**src/rtl/motor_pkg.sv**
```systemverilog
// ----------------------------------------------------------------------------
// motor_pkg: shared state encoding and default constants for motor_driver
// Rev 1.0
// ----------------------------------------------------------------------------
`default_nettype none

package motor_pkg;

   typedef enum logic [1:0] {
      IDLE = 2'b00,
      FWD  = 2'b01,
      REV  = 2'b10,
      DEAD = 2'b11
   } state_t;

   localparam int c_def_pwm_period  = 256;
   localparam int c_def_cnt_w       = 8;
   localparam int c_def_dead_cycles = 64;

endpackage

`default_nettype wire

```
**src/rtl/motor_channel.sv**
```systemverilog
// ----------------------------------------------------------------------------
// motor_channel: one H-bridge side - input synchronizers, FSM, dead-time, drive
// Rev 1.0
// ----------------------------------------------------------------------------
`default_nettype none

module motor_channel
   import motor_pkg::*;
#(
   parameter int DEAD_CYCLES = c_def_dead_cycles
)(
   input  logic clk,
   input  logic rst,
   input  logic en_n_i,
   input  logic dir_i,
   input  logic pwm_i,
   output logic in1_o,
   output logic in2_o,
   output logic dead_o
);

   localparam int DW = (DEAD_CYCLES > 1) ? $clog2(DEAD_CYCLES) : 1;
   localparam logic [DW-1:0] c_dead_load = DW'(DEAD_CYCLES - 1);

   logic [1:0]    en_n_sync_q;
   logic [1:0]    dir_sync_q;
   state_t        state_q;
   logic [DW-1:0] dead_cnt_q;
   logic          in1_q;
   logic          in2_q;

   logic w_en_n;
   logic w_dir;

   always_ff @(posedge clk or posedge rst) begin
      if (rst) begin
         en_n_sync_q <= '0;
         dir_sync_q  <= '0;
      end else begin
         en_n_sync_q <= {en_n_sync_q[0], en_n_i};
         dir_sync_q  <= {dir_sync_q[0], dir_i};
      end
   end

   assign w_en_n = en_n_sync_q[1];
   assign w_dir  = dir_sync_q[1];

   // Disable is tested before reversal so a simultaneous disable skips DEAD.
   always_ff @(posedge clk or posedge rst) begin
      if (rst) begin
         state_q    <= IDLE;
         dead_cnt_q <= '0;
         in1_q      <= 1'b0;
         in2_q      <= 1'b0;
      end else begin
         in1_q <= (state_q == FWD) && pwm_i;
         in2_q <= (state_q == REV) && pwm_i;
         case (state_q)
            IDLE: begin
               if (!w_en_n) begin
                  state_q <= w_dir ? FWD : REV;
               end
            end
            FWD: begin
               if (w_en_n) begin
                  state_q <= IDLE;
               end else if (!w_dir) begin
                  state_q    <= DEAD;
                  dead_cnt_q <= c_dead_load;
               end
            end
            REV: begin
               if (w_en_n) begin
                  state_q <= IDLE;
               end else if (w_dir) begin
                  state_q    <= DEAD;
                  dead_cnt_q <= c_dead_load;
               end
            end
            DEAD: begin
               if (dead_cnt_q == '0) begin
                  if (w_en_n) begin
                     state_q <= IDLE;
                  end else begin
                     state_q <= w_dir ? FWD : REV;
                  end
               end else begin
                  dead_cnt_q <= dead_cnt_q - DW'(1);
               end
            end
            default: state_q <= IDLE;
         endcase
      end
   end

   assign in1_o  = in1_q;
   assign in2_o  = in2_q;
   assign dead_o = (state_q == DEAD);

endmodule

`default_nettype wire

```
**src/rtl/motor_driver.sv**
```systemverilog
// ----------------------------------------------------------------------------
// motor_driver: dual H-bridge driver with shared PWM and per-side dead-time
// Rev 1.0
// ----------------------------------------------------------------------------
`default_nettype none

module motor_driver
   import motor_pkg::*;
#(
   parameter int PWM_PERIOD  = c_def_pwm_period,
   parameter int CNT_W       = c_def_cnt_w,
   parameter int DEAD_CYCLES = c_def_dead_cycles
)(
   input  logic             clk,
   input  logic             reset,
   input  logic             Le,
   input  logic             Re,
   input  logic             Ldir,
   input  logic             Rdir,
   input  logic [CNT_W-1:0] duty,
   output logic             l_in1,
   output logic             l_in2,
   output logic             r_in1,
   output logic             r_in2,
   output logic             busy
);

   localparam logic [CNT_W-1:0] c_cnt_last = CNT_W'(PWM_PERIOD - 1);

   logic [CNT_W-1:0] cnt_q;
   logic [CNT_W-1:0] cnt_d;
   logic [CNT_W-1:0] duty_sh_q;
   logic             pwm_q;

   logic w_wrap;
   logic w_l_dead;
   logic w_r_dead;

   assign w_wrap = (cnt_q == c_cnt_last);
   assign cnt_d  = w_wrap ? '0 : cnt_q + CNT_W'(1);

   // Shadow reloads on the last count so a new duty applies from count 0.
   always_ff @(posedge clk or posedge reset) begin
      if (reset) begin
         cnt_q     <= '0;
         duty_sh_q <= '0;
         pwm_q     <= 1'b0;
      end else begin
         cnt_q <= cnt_d;
         if (w_wrap) begin
            duty_sh_q <= duty;
         end
         pwm_q <= (cnt_q < duty_sh_q);
      end
   end

   motor_channel #(
      .DEAD_CYCLES (DEAD_CYCLES)
   ) u_left (
      .clk    (clk),
      .rst    (reset),
      .en_n_i (Le),
      .dir_i  (Ldir),
      .pwm_i  (pwm_q),
      .in1_o  (l_in1),
      .in2_o  (l_in2),
      .dead_o (w_l_dead)
   );

   motor_channel #(
      .DEAD_CYCLES (DEAD_CYCLES)
   ) u_right (
      .clk    (clk),
      .rst    (reset),
      .en_n_i (Re),
      .dir_i  (Rdir),
      .pwm_i  (pwm_q),
      .in1_o  (r_in1),
      .in2_o  (r_in2),
      .dead_o (w_r_dead)
   );

   assign busy = w_l_dead | w_r_dead;

endmodule

`default_nettype wire

```
**config.mk**
```make
export PLATFORM = sky130hd
export DESIGN_NAME = motor_driver
export DESIGN_NICKNAME = d
export VERILOG_FILES = /design/src/rtl/motor_pkg.sv /design/src/rtl/motor_channel.sv /design/src/rtl/motor_driver.sv
export SDC_FILE = /design/constraint.sdc
export NUM_CORES = 1
export LEC_CHECK = 0
export ABC_AREA = 1
export CAP_MARGIN = 15
export CELL_PAD_IN_SITES_DETAIL_PLACEMENT = 1
export CELL_PAD_IN_SITES_GLOBAL_PLACEMENT = 1
export CORE_UTILIZATION = 39
export CTS_CLUSTER_SIZE = 40
export DETAILED_ROUTE_END_ITERATION = 6
export HOLD_SLACK_MARGIN = 0.05
export PLACE_DENSITY_LB_ADDON = 0.1
export SLEW_MARGIN = 20
export SYNTH_ARGS = -nofsm -noshare
export SYNTH_HDL_FRONTEND = slang
export SYNTH_SLANG_ARGS = --single-unit
```
**constraint.sdc**
```tcl
create_clock -name clk -period 1.4 [get_ports clk]
set_clock_uncertainty 0.05 [all_clocks]
set_input_delay 0.28 -clock clk [delete_from_list [all_inputs] [get_ports clk]]
set_output_delay 0.28 -clock clk [all_outputs]
set_load 0.03 [all_outputs]
```
==> results.json <==
{
  "status": "finished with violations",
  "violations": "setup timing",
  "maxCapViolCount": 0,
  "antenna_found_initial": 0,
  "row_count": 29,
  "final_cells": 473,
  "ys_seq_elements": 45,
  "cp_cell_sequence": "ha_4 > inv_2 > nand2_2 > buf_6",
  "switching_share_pct": 44.2,
  "vias_per_cell": 4.86,
  "internal-power_uw": 4080,
  "drc_errors": 0,
  "drt_first_pass_iters": 4,
  "grt_max_degree": 46,
  "ant_nets": 0,
  "gr-total-overflow": 0,
  "routed_wirelength_um": 6780,
  "grt_pass1_wl_um": 11300,
  "pre_cts_ws_ns": -0.155,
  "utilization_pct": 57.5,
  "ys_types": 24,
  "required_ns": 1.07,
  "slew_violations": 0,
  "ir_worst_vdd_v": 0.00116,
  "seqCellArea_sq_mm": 0.00113,
  "cts_root_buf": "clkbuf_8",
  "cp_slowest_cell": "dfrtp_2",
  "insertion_delay_ns": 0.30,
  "antenna_cells": 0,
  "synth_area_per_cell_sq_um": 7.68,
  "end_kind": "output port",
  "path_max_fanout": 4,
  "syn_area_sq_mm": 0.00257,
  "syn2layout_area_growth_pct": 42.2,
  "clkTransAtPathRegs_ns": 0.09,
  "rsz0062_at_grt": "yes",
  "clk_path_buf_depth": 2,
  "gp_congestion": 0.736,
  "core_area_sq_mm": 0.00635,
  "fp.dieW_um": 83.1,
  "yosys_warnings": 0,
  "post-route-period-util_pct": 111,
  "vias": 2297,
  "grt_pass1_vias": 2484,
  "io_pins": 19,
  "post-place-cells": 453,
  "drive_above_1_share_pct": 36.1,
  "cts_tree": "yes",
  "min_path_type": "in -> async",
  "p_sw_uw": 3230,
  "die_area_sq_mm": 0.00691,
  "pwr-share-seq_pct": 26.8,
  "final.min_clock_period_ns": 1.55,
  "fin_ws_ns": -0.149,
  "dpl.hpwl_um": 4420,
  "leakagePower_uw": 0.00188,
  "multiInputGateArea_sq_mm": 0.00154,
  "cts_sinks": 45,
  "nFillCells": 758,
  "synthCells": 334,
  "clkPwrFrac_pct": 14.1,
  "port-buffer-count": 18,
  "hold_viol": 0,
  "slew_headroom_pct": 80.4,
  "comb_power_share_pct": 59.1,
  "crit_arrival_ns": 1.22,
  "numCtsBuffers": 5,
  "wl_per_cell_um": 14.3,
  "powerDensity_mw_per_mm2": 2000,
  "max_freq_mhz": 645,
  "synthesis.nets": 370,
  "drtIter0Drc": 42,
  "yosysSeqAreaShare_pct": 43.9,
  "die_y_um": 83.1,
  "fin_nets": 431,
  "critPathKind": "reg -> out",
  "finalSetupViolCount": 17,
  "ctsHoldBuffers": 0,
  "startpoint_type": "flip-flop",
  "h-tree-depth": 2,
  "grt_usage_pct": 20.4,
  "start_util_pct": 40.4,
  "tightestPinTransition_ns": 0.295,
  "critPathMaxStageDelay_ns": 0.47
}
## synthesized netlist by cell type, drive strengths merged
library cell    n  area share, %
a21oi           7            1.4
a31oi           1           0.24
buf             4            1.0
dfrtp          45             44
ha             22             11
inv            56            8.2
nand2         118             17
nand3          24            4.9
nand4           6            1.5
nor2           33            6.2
nor3            3            1.0
o21ai           9            1.9
or2             3           0.73
xnor2           1           0.34
xor2            2           0.68
## cells by family (layout without fill, tap and decap cells)
kind of cell / Yosys count / count (layout) / share of synthesized area (%)
AOI/OAI and AO/OA: 17 / 17 / 3.51
xor gates and xnor gates: 3 / 3 / 1.02
adders and majority gates: 22 / 22 / 10.7
and+or+nand+nor: 187 / 187 / 31.6
DFF: 45 / 45 / 43.9
buffers and inverters: 60 / 122 / 9.21
## power groups by stage
stage          Clock [uW]  Sequential, uW  Combinational, uW
5_1_grt              1100            2010               4730
3_3_place_gp            0            1910               3000
3_5_place_dp            0            1920               3150
4_1_cts              1060            1940               3910
2_1_floorplan           0            1970               1940
6_report             1030            1960               4320
## path summary, 6_finish.rpt
kind	from	to	slack, ns	cells after the start
hold reg to reg	u_left.dir_sync_q[0]	u_left.dir_sync_q[1]	0.31	0
hold / removal	reset	u_left.dead_cnt_q[5]	0.29	3
setup reg to reg	u_left.state_q[0]	u_left.dead_cnt_q[0]	-0.14	8
setup / recovery	u_right.state_q[1]	busy	-0.15	4
max in group asynchronous	reset	u_left.state_q[1]	0.77	3
min in group clk	u_left.dir_sync_q[0]	u_left.dir_sync_q[1]	0.31	0
## routing by layer
metal	global-route usage [%]	part of all wire (%)	vias up	wire length, um
met5	0	0	-	0
met4	5.17	1.6	0	106
met3	3.18	2.0	11	136
met2	37.4	53	28	3570
met1	24.9	44	1109	2960
li1	-	-	1149	-
## placed cells by master, fill, tap and decap left out, types with 6 or more instances in the layout
cell              n
nor2_2            7
nand3_1          20
dfrtp_2           6
inv_1            39
nand4_1           6
buf_6            14
ha_1             11
inv_2            13
nor2_4            8
nand2_2          24
buf_4            26
dfrtp_1          39
ha_4              9
clkdlybuf4s50_1  13
nor2_1           18
nand2_1          89
## flip-flops by register name, indices dropped and copies added, names as in the netlist
name / count
u_right.state_q: 2
cnt_q: 8
u_right.in2_o: 1
u_left.en_n_sync_q: 2
u_right.in1_o: 1
u_right.en_n_sync_q: 2
u_left.dead_cnt_q: 6
u_right.dead_cnt_q: 6
u_left.in2_o: 1
duty_sh_q: 8
u_left.in1_o: 1
pwm_q: 1
u_right.dir_sync_q: 2
u_left.state_q: 2
u_left.dir_sync_q: 2
## through the flow
| stage | setup TNS (ns) | instance area (sq um) | total power (uW) | hold WS [ns] |
|---|---|---|---|---|
| finish | -1.44 | 3650 | 7310 | 0.291 |
| detailed placement | -1.95 | 3060 | 5080 | 0.286 |
| global route | -2.84 | 3650 | 7840 | 0.320 |
| global placement | -0.742 | 3060 | 4910 | 0.283 |
| CTS | -1.34 | 3470 | 6910 | 0.300 |
| floorplan | 0 | 2590 | 3910 | 0.261 |
## final cells by class
cell class	instances	area share (%)
Timing Repair Buffer	58	14.7
Sequential cell	45	31.1
Multi-Input combinational cell	229	42.1
Tap cell	77	2.64
Clock buffer	5	1.89
Clock inverter	3	1.27
Inverter	56	6.31
## critical path, delay by kind of cell, from the launching register on
kind	cells	cell delay (ns)
adders and majority gates	1	0.19
buffers and inverters	2	0.19
DFF	1	0.47
and+or+nand+nor	1	0.06
## timing repair
item	4_1_cts	5_1_grt
endpoints found under the hold margin	0	0
pin swaps	22	28
gates resized for setup	72	53
buffers inserted	6	6
endpoints found under the setup margin	30	31
No activity file was read; power rests on OpenSTA's default activity.
